[config.mk]
export PLATFORM = sky130hd
export DESIGN_NAME = td4x_cpu_flat
export DESIGN_NICKNAME = d
export VERILOG_FILES = /design/src/rtl/td4x_cpu_if.sv /design/src/rtl/td4x_cpu.sv /design/src/flat_wrapper.sv
export SDC_FILE = /design/constraint.sdc
export NUM_CORES = 1
export LEC_CHECK = 0
export ABC_AREA = 1
export CAP_MARGIN = 15
export CORE_ASPECT_RATIO = 1.2
export CORE_MARGIN = 2
export CORE_UTILIZATION = 50
export CTS_BUF_LIST = sky130_fd_sc_hd__clkbuf_16
export CTS_CLUSTER_DIAMETER = 80
export DETAILED_ROUTE_END_ITERATION = 16
export PLACE_DENSITY = 0.75
export SETUP_SLACK_MARGIN = 0.02
export SLEW_MARGIN = 15
export SYNTH_ARGS = -nofsm -noshare
export SYNTH_HDL_FRONTEND = slang
export SYNTH_SLANG_ARGS = --single-unit
[constraint.sdc]
create_clock -name clk -period 2.1 [get_ports clk]
set_input_delay 0.42 -clock clk [delete_from_list [all_inputs] [get_ports clk]]
set_output_delay 0.42 -clock clk [all_outputs]
set_load 0.01 [all_outputs]
[src/rtl/td4x_cpu_if.sv]
// rtl/td4x_cpu_if.sv - instruction fetch bus between td4x_cpu and the program ROM
// The CPU drives the fetch address; the ROM side returns the instruction and its valid flag.
interface td4x_cpu_if #(
  parameter int DATA_W = 4,
  parameter int ADDR_W = 4
);
  localparam int INSTR_W = 4 + DATA_W;

  logic [ADDR_W-1:0]  imem_addr;
  logic [INSTR_W-1:0] imem_data;
  logic               imem_valid;

  modport master (
    output imem_addr,
    input  imem_data,
    input  imem_valid
  );

  modport slave (
    input  imem_addr,
    output imem_data,
    output imem_valid
  );
endinterface

[src/rtl/td4x_cpu.sv]
// rtl/td4x_cpu.sv - single-cycle accumulator CPU with fetch stall, zero flag and OUT strobe
// One instruction retires per clock while imem_valid is high; HLT parks the core until reset.
module td4x_cpu #(
  parameter int DATA_W = 4,
  parameter int ADDR_W = 4
) (
  input  logic              clk,
  input  logic              n_reset,
  td4x_cpu_if.master        bus,
  input  logic [DATA_W-1:0] switch,
  output logic [DATA_W-1:0] led,
  output logic              out_strobe,
  output logic              halted
);
  localparam logic [3:0] OP_ADD_A  = 4'b0000;
  localparam logic [3:0] OP_MOV_AB = 4'b0001;
  localparam logic [3:0] OP_IN_A   = 4'b0010;
  localparam logic [3:0] OP_MOV_A  = 4'b0011;
  localparam logic [3:0] OP_MOV_BA = 4'b0100;
  localparam logic [3:0] OP_ADD_B  = 4'b0101;
  localparam logic [3:0] OP_IN_B   = 4'b0110;
  localparam logic [3:0] OP_MOV_B  = 4'b0111;
  localparam logic [3:0] OP_SUB_A  = 4'b1000;
  localparam logic [3:0] OP_OUT_B  = 4'b1001;
  localparam logic [3:0] OP_JZ     = 4'b1010;
  localparam logic [3:0] OP_OUT_I  = 4'b1011;
  localparam logic [3:0] OP_ADD_AB = 4'b1100;
  localparam logic [3:0] OP_HLT    = 4'b1101;
  localparam logic [3:0] OP_JNC    = 4'b1110;
  localparam logic [3:0] OP_JMP    = 4'b1111;

  typedef enum logic {RUN, HALT} state_t;

  state_t            state_q, state_d;
  logic [DATA_W-1:0] a_q, a_d, b_q, b_d, out_q, out_d;
  logic [ADDR_W-1:0] ip_q, ip_d;
  logic              cf_q, cf_d, zf_q, zf_d;
  logic              out_strobe_q, out_strobe_d;
  logic              halted_q, halted_d;

  logic [3:0]        op;
  logic [DATA_W-1:0] imm;
  logic [ADDR_W-1:0] tgt, ip_inc;
  logic [DATA_W:0]   alu;

  assign op     = bus.imem_data[DATA_W+3:DATA_W];
  assign imm    = bus.imem_data[DATA_W-1:0];
  assign tgt    = imm[ADDR_W-1:0];
  assign ip_inc = ip_q + ADDR_W'(1);

  always_comb begin
    state_d      = state_q;
    a_d          = a_q;
    b_d          = b_q;
    out_d        = out_q;
    ip_d         = ip_q;
    cf_d         = cf_q;
    zf_d         = zf_q;
    out_strobe_d = 1'b0;
    alu          = '0;
    if (state_q == RUN && bus.imem_valid) begin
      // Flags only survive arithmetic; everything else retires with them cleared.
      ip_d = ip_inc;
      cf_d = 1'b0;
      zf_d = 1'b0;
      case (op)
        OP_ADD_A: begin
          alu  = {1'b0, a_q} + {1'b0, imm};
          a_d  = alu[DATA_W-1:0];
          cf_d = alu[DATA_W];
          zf_d = (alu[DATA_W-1:0] == '0);
        end
        OP_ADD_B: begin
          alu  = {1'b0, b_q} + {1'b0, imm};
          b_d  = alu[DATA_W-1:0];
          cf_d = alu[DATA_W];
          zf_d = (alu[DATA_W-1:0] == '0);
        end
        OP_ADD_AB: begin
          alu  = {1'b0, a_q} + {1'b0, b_q};
          a_d  = alu[DATA_W-1:0];
          cf_d = alu[DATA_W];
          zf_d = (alu[DATA_W-1:0] == '0);
        end
        OP_SUB_A: begin
          // The extra top bit of the widened difference is exactly the borrow.
          alu  = {1'b0, a_q} - {1'b0, imm};
          a_d  = alu[DATA_W-1:0];
          cf_d = alu[DATA_W];
          zf_d = (alu[DATA_W-1:0] == '0);
        end
        OP_MOV_A:  a_d = imm;
        OP_MOV_B:  b_d = imm;
        OP_MOV_AB: a_d = b_q;
        OP_MOV_BA: b_d = a_q;
        OP_IN_A:   a_d = switch;
        OP_IN_B:   b_d = switch;
        OP_OUT_B: begin
          out_d        = b_q;
          out_strobe_d = 1'b1;
        end
        OP_OUT_I: begin
          out_d        = imm;
          out_strobe_d = 1'b1;
        end
        OP_JMP: ip_d = tgt;
        OP_JNC: ip_d = cf_q ? ip_inc : tgt;
        OP_JZ:  ip_d = zf_q ? tgt : ip_inc;
        OP_HLT: begin
          ip_d    = ip_q;
          state_d = HALT;
        end
        default: ;
      endcase
    end
    halted_d = (state_d == HALT);
  end

  always_ff @(posedge clk) begin
    if (!n_reset) begin
      state_q      <= RUN;
      a_q          <= '0;
      b_q          <= '0;
      out_q        <= '0;
      ip_q         <= '0;
      cf_q         <= 1'b0;
      zf_q         <= 1'b0;
      out_strobe_q <= 1'b0;
      halted_q     <= 1'b0;
    end else begin
      state_q      <= state_d;
      a_q          <= a_d;
      b_q          <= b_d;
      out_q        <= out_d;
      ip_q         <= ip_d;
      cf_q         <= cf_d;
      zf_q         <= zf_d;
      out_strobe_q <= out_strobe_d;
      halted_q     <= halted_d;
    end
  end

  assign bus.imem_addr = ip_q;
  assign led           = out_q;
  assign out_strobe    = out_strobe_q;
  assign halted        = halted_q;
endmodule

[src/flat_wrapper.sv]
// flat-port wrapper written by rule: the top's interface ports become plain ports
module td4x_cpu_flat 
#(
  parameter int DATA_W = 4,
  parameter int ADDR_W = 4
)
  (clk, n_reset, switch, led, out_strobe, halted, bus_imem_addr, bus_imem_data, bus_imem_valid);
  td4x_cpu_if #(.DATA_W(DATA_W), .ADDR_W(ADDR_W)) bus_i ();
  input  logic clk;
  input  logic n_reset;
  input  logic [DATA_W-1:0] switch;
  output logic [DATA_W-1:0] led;
  output logic out_strobe;
  output logic halted;
  output wire logic [$bits(bus_i.imem_addr)-1:0] bus_imem_addr;
  input wire logic [$bits(bus_i.imem_data)-1:0] bus_imem_data;
  input wire logic [$bits(bus_i.imem_valid)-1:0] bus_imem_valid;
  assign bus_imem_addr = bus_i.imem_addr;
  assign bus_i.imem_data = bus_imem_data;
  assign bus_i.imem_valid = bus_imem_valid;
  td4x_cpu #(.DATA_W(DATA_W), .ADDR_W(ADDR_W)) u_core (.clk(clk), .n_reset(n_reset), .bus(bus_i), .switch(switch), .led(led), .out_strobe(out_strobe), .halted(halted));
endmodule
==> impl_metrics.tcl <==
set metrics [dict create \
    fp-row-count 24 \
    internal_power_w 0.0007982 \
    global_route_wire_length_before_repair_mm 9.252 \
    seq_area_frac_synth_pct 21.39 \
    detailed_place.area_um2 2330 \
    power_leakage_nw 1.171 \
    nNetsFinal 397 \
    antenna_found_initial 0 \
    setup.worst_path.end_class "register" \
    timing_worst_slew_pin_value_ns 0.4850 \
    cts_sinks 20 \
    critical_path.top_delay_family "simple AND/OR/NAND/NOR gates" \
    chipWidth_um 59.86 \
    critPathKind "in -> reg" \
    grt_setup_unrepaired "false" \
    io-pin-count 25 \
    cts-root-buf "clkbuf_16" \
    final_design_area_no_fill_um2 2404 \
    pin_count_of_the_biggest_net_entering_global_routing 13 \
    layout_min_cycle_time_ns 1.969 \
    die-area_um2 4251 \
    portBuffers 24 \
    synth-edff-count 0 \
    htree_num_levels 1 \
    netSwitchingPower_w 0.0003642 \
    yosys.area.top_type "dfxtp_1" \
    crit_path_cell_trace "clkdlybuf4s50_1 > buf_4 > fa_1 > or2_1 > nor2_1 > nand2_1 > nand4_1 > nand2_1 > a21oi_1" \
    synth_most_common_cell "nand2_1" \
    outcome "finished, final reports clean" \
    clock_network_fraction_of_total_power_pct 34.7 \
    mappedNetlistNets 346 \
    area_growth_pct 28.41 \
    fp.dieH_um 71.03 \
    n_fill_cell 360 \
    post-route-util_pct 66.70 \
    synthCells 310 \
    initial_core_util_pct 51.94 \
    path_clk_slew_ns 0.06 \
    r2r_slack_ns 0.17 \
    drt_iter0_drc 105 \
    timing.final.max_slew_violations 0 \
    via_count 2177 \
    worst_slack_ns 0.1313 \
    p_comb_share_pct 29.1 \
    cpMaxStageDelayCell "fa_1" \
    cap_viol_max_count 0 \
    worst_setup_slack_after_placement_ns -0.3424 \
    final_hold_viol_count 0 \
    path_buf_inv 2 \
    synth_commonest_cells "nand2_1, nor2_1, inv_1, nand3_1, dfxtp_1" \
    post_synth_instance_area_um2 1872 \
    drt-vias-per-instance 5.470 \
    maxSlewHeadroom_pct 67.63 \
    n_antenna_cell 0 \
    ys_ff_latch 20 \
    place_hpwl_mm 4.557 \
    finalSetupViolations 0 \
    dr.pass1.iters 4 \
    path_common_cell "nand2_1" \
    route.top_layer_used "met4" \
    dr_wl_met2_mm 2.760 \
    worst_hold_margin_ns 0.4759 \
    max_freq_ghz 0.5079 \
    start_kind "input pin" \
    clock_buffers_created_by_tritoncts 3 \
    pwr-share-seq_pct 36.2 \
    post_synth_arst_share_pct 0 \
    postRouteWirelength_mm 5.561 \
    synth.top_cells.by_area "dfxtp_1, nand2_1, ha_1, nor2_1, inv_1" \
    clock_tree_from_tritoncts "built" \
    met3RoutedLength_um 255 \
    clock_latency_ns 0.25 \
    clock_tree.buffer_depth 2 \
    finalClockSkew_ns 0.001394 \
    wire_per_inst_um 13.97 \
    design_power_total_w 0.001162 \
    ir_drop_uv 238.1 \
    grtUsageTotal_pct 28.53 \
    worstHoldPathType "reg -> reg" \
    yosys.area.top_type_share_pct 21.39 \
    drt_drc_violations_left 0 \
    min_period_over_period_pct 93.75 \
    count_of_warnings_emitted_by_yosys 0 \
    grt_pass1_vias 2014 \
    grt.overflow.total 0 \
    dominantRegCellSynth "dfxtp_1" \
    worst-endpoint-required_ns 2.28 \
    synth.avg_cell_area_um2 6.038 \
    wirelength_met1_mm 2.412 \
    power.share.switching_pct 31.33 \
    hold_buffers 0 \
    routabilityCongestion 0.9719 \
    max_stage_delay_ns 0.45 \
    post_synth_num_cell_types 28 \
    critical_path.max_fanout 3 \
    power-per-cell-area_nw_per_um2 483.6 \
    drive_above_1_share_pct 10.03 \
    postRouteAntennaNets 0 \
    floorplan.core_area_um2 3603 \
    worst-endpoint-arrival_ns 2.15 \
]
-- through the flow --
step	instances	setup TNS, ns
global route	398	0
detailed placement	395	-1.586
finish	398	0
global placement	395	-1.280
floorplan	310	0
CTS	398	0
-- worst paths after layout --
| check | from | to | cells after the start |
|---|---|---|---|
| setup reg to reg | u_core.a_q[0] | u_core.zf_q | 11 |
| hold / removal | u_core.halted | u_core.halted | 2 |
| setup / recovery | bus_imem_data[1] | u_core.zf_q | 9 |
| hold reg to reg | u_core.halted | u_core.halted | 2 |
-- sequential cells by signal, indices dropped and copies added (netlist names) --
name                  flops
u_core.out_strobe         1
u_core.b_q                4
u_core.a_q                4
u_core.bus.imem_addr      4
u_core.halted             1
u_core.cf_q               1
u_core.led                4
u_core.zf_q               1
-- per-layer routing --
metal,up-vias,global-route usage (%)
li1,1111,-
met4,0,8.889
met1,988,35.96
met2,67,50.60
met3,11,1.645
met5,-,0
-- timing repair --
item,4_1_cts,5_1_grt
endpoints found under the setup margin,3,0
gates resized for setup,1,0
setup buffers,0,0
-- placed cells by master, fill, tap and decap left out, types with 4 or more instances in the layout --
master / count
a21oi_1: 19
a31oi_1: 6
buf_4: 23
clkdlybuf4s50_1: 23
dfxtp_1: 20
fa_1: 4
ha_1: 17
inv_1: 39
nand2_1: 98
nand3_1: 23
nand4_1: 4
nor2_1: 40
o21ai_0: 13
-- power groups by stage --
| stage | combinational (W) | clock (W) | sequential [W] |
|---|---|---|---|
| 6_report | 0.000339 | 0.000403 | 0.000420 |
| 5_1_grt | 0.000381 | 0.000423 | 0.000423 |
| 4_1_cts | 0.000337 | 0.000406 | 0.000420 |
| 3_5_place_dp | 0.000335 | 0 | 0.000429 |
| 3_3_place_gp | 0.000332 | 0 | 0.000428 |
| 2_1_floorplan | 0.000188 | 0 | 0.000427 |
-- final cells by class --
class	instances	area, um2	area share (%)
clock buffer	3	75.07	3.123
multi-input combinational	247	1310	54.50
timing repair buffer	47	411.6	17.13
sequential	20	400.4	16.66
tap	39	48.80	2.030
inverter	42	157.7	6.559
-- tightest hold or removal path, cell delays in order (launching register included) --
cell	delay [ns]
dfxtp_1	0.31
inv_1	0.06
a21oi_1	0.06
-- cells by family (layout without fill, tap and decap cells) --
kind of cell / count (synthesis) / after routing / share of synthesized area [%]
flip-flops: 20 / 20 / 21.39
AO/OA/AOI/OAI: 48 / 48 / 14.37
XOR/XNOR: 3 / 3 / 1.404
adder cells (fa/ha/maj): 21 / 21 / 15.64
AND/OR/NAND/NOR: 175 / 175 / 38.57
buffers and inverters: 43 / 92 / 8.623
Power figures use the tool's default switching activity.
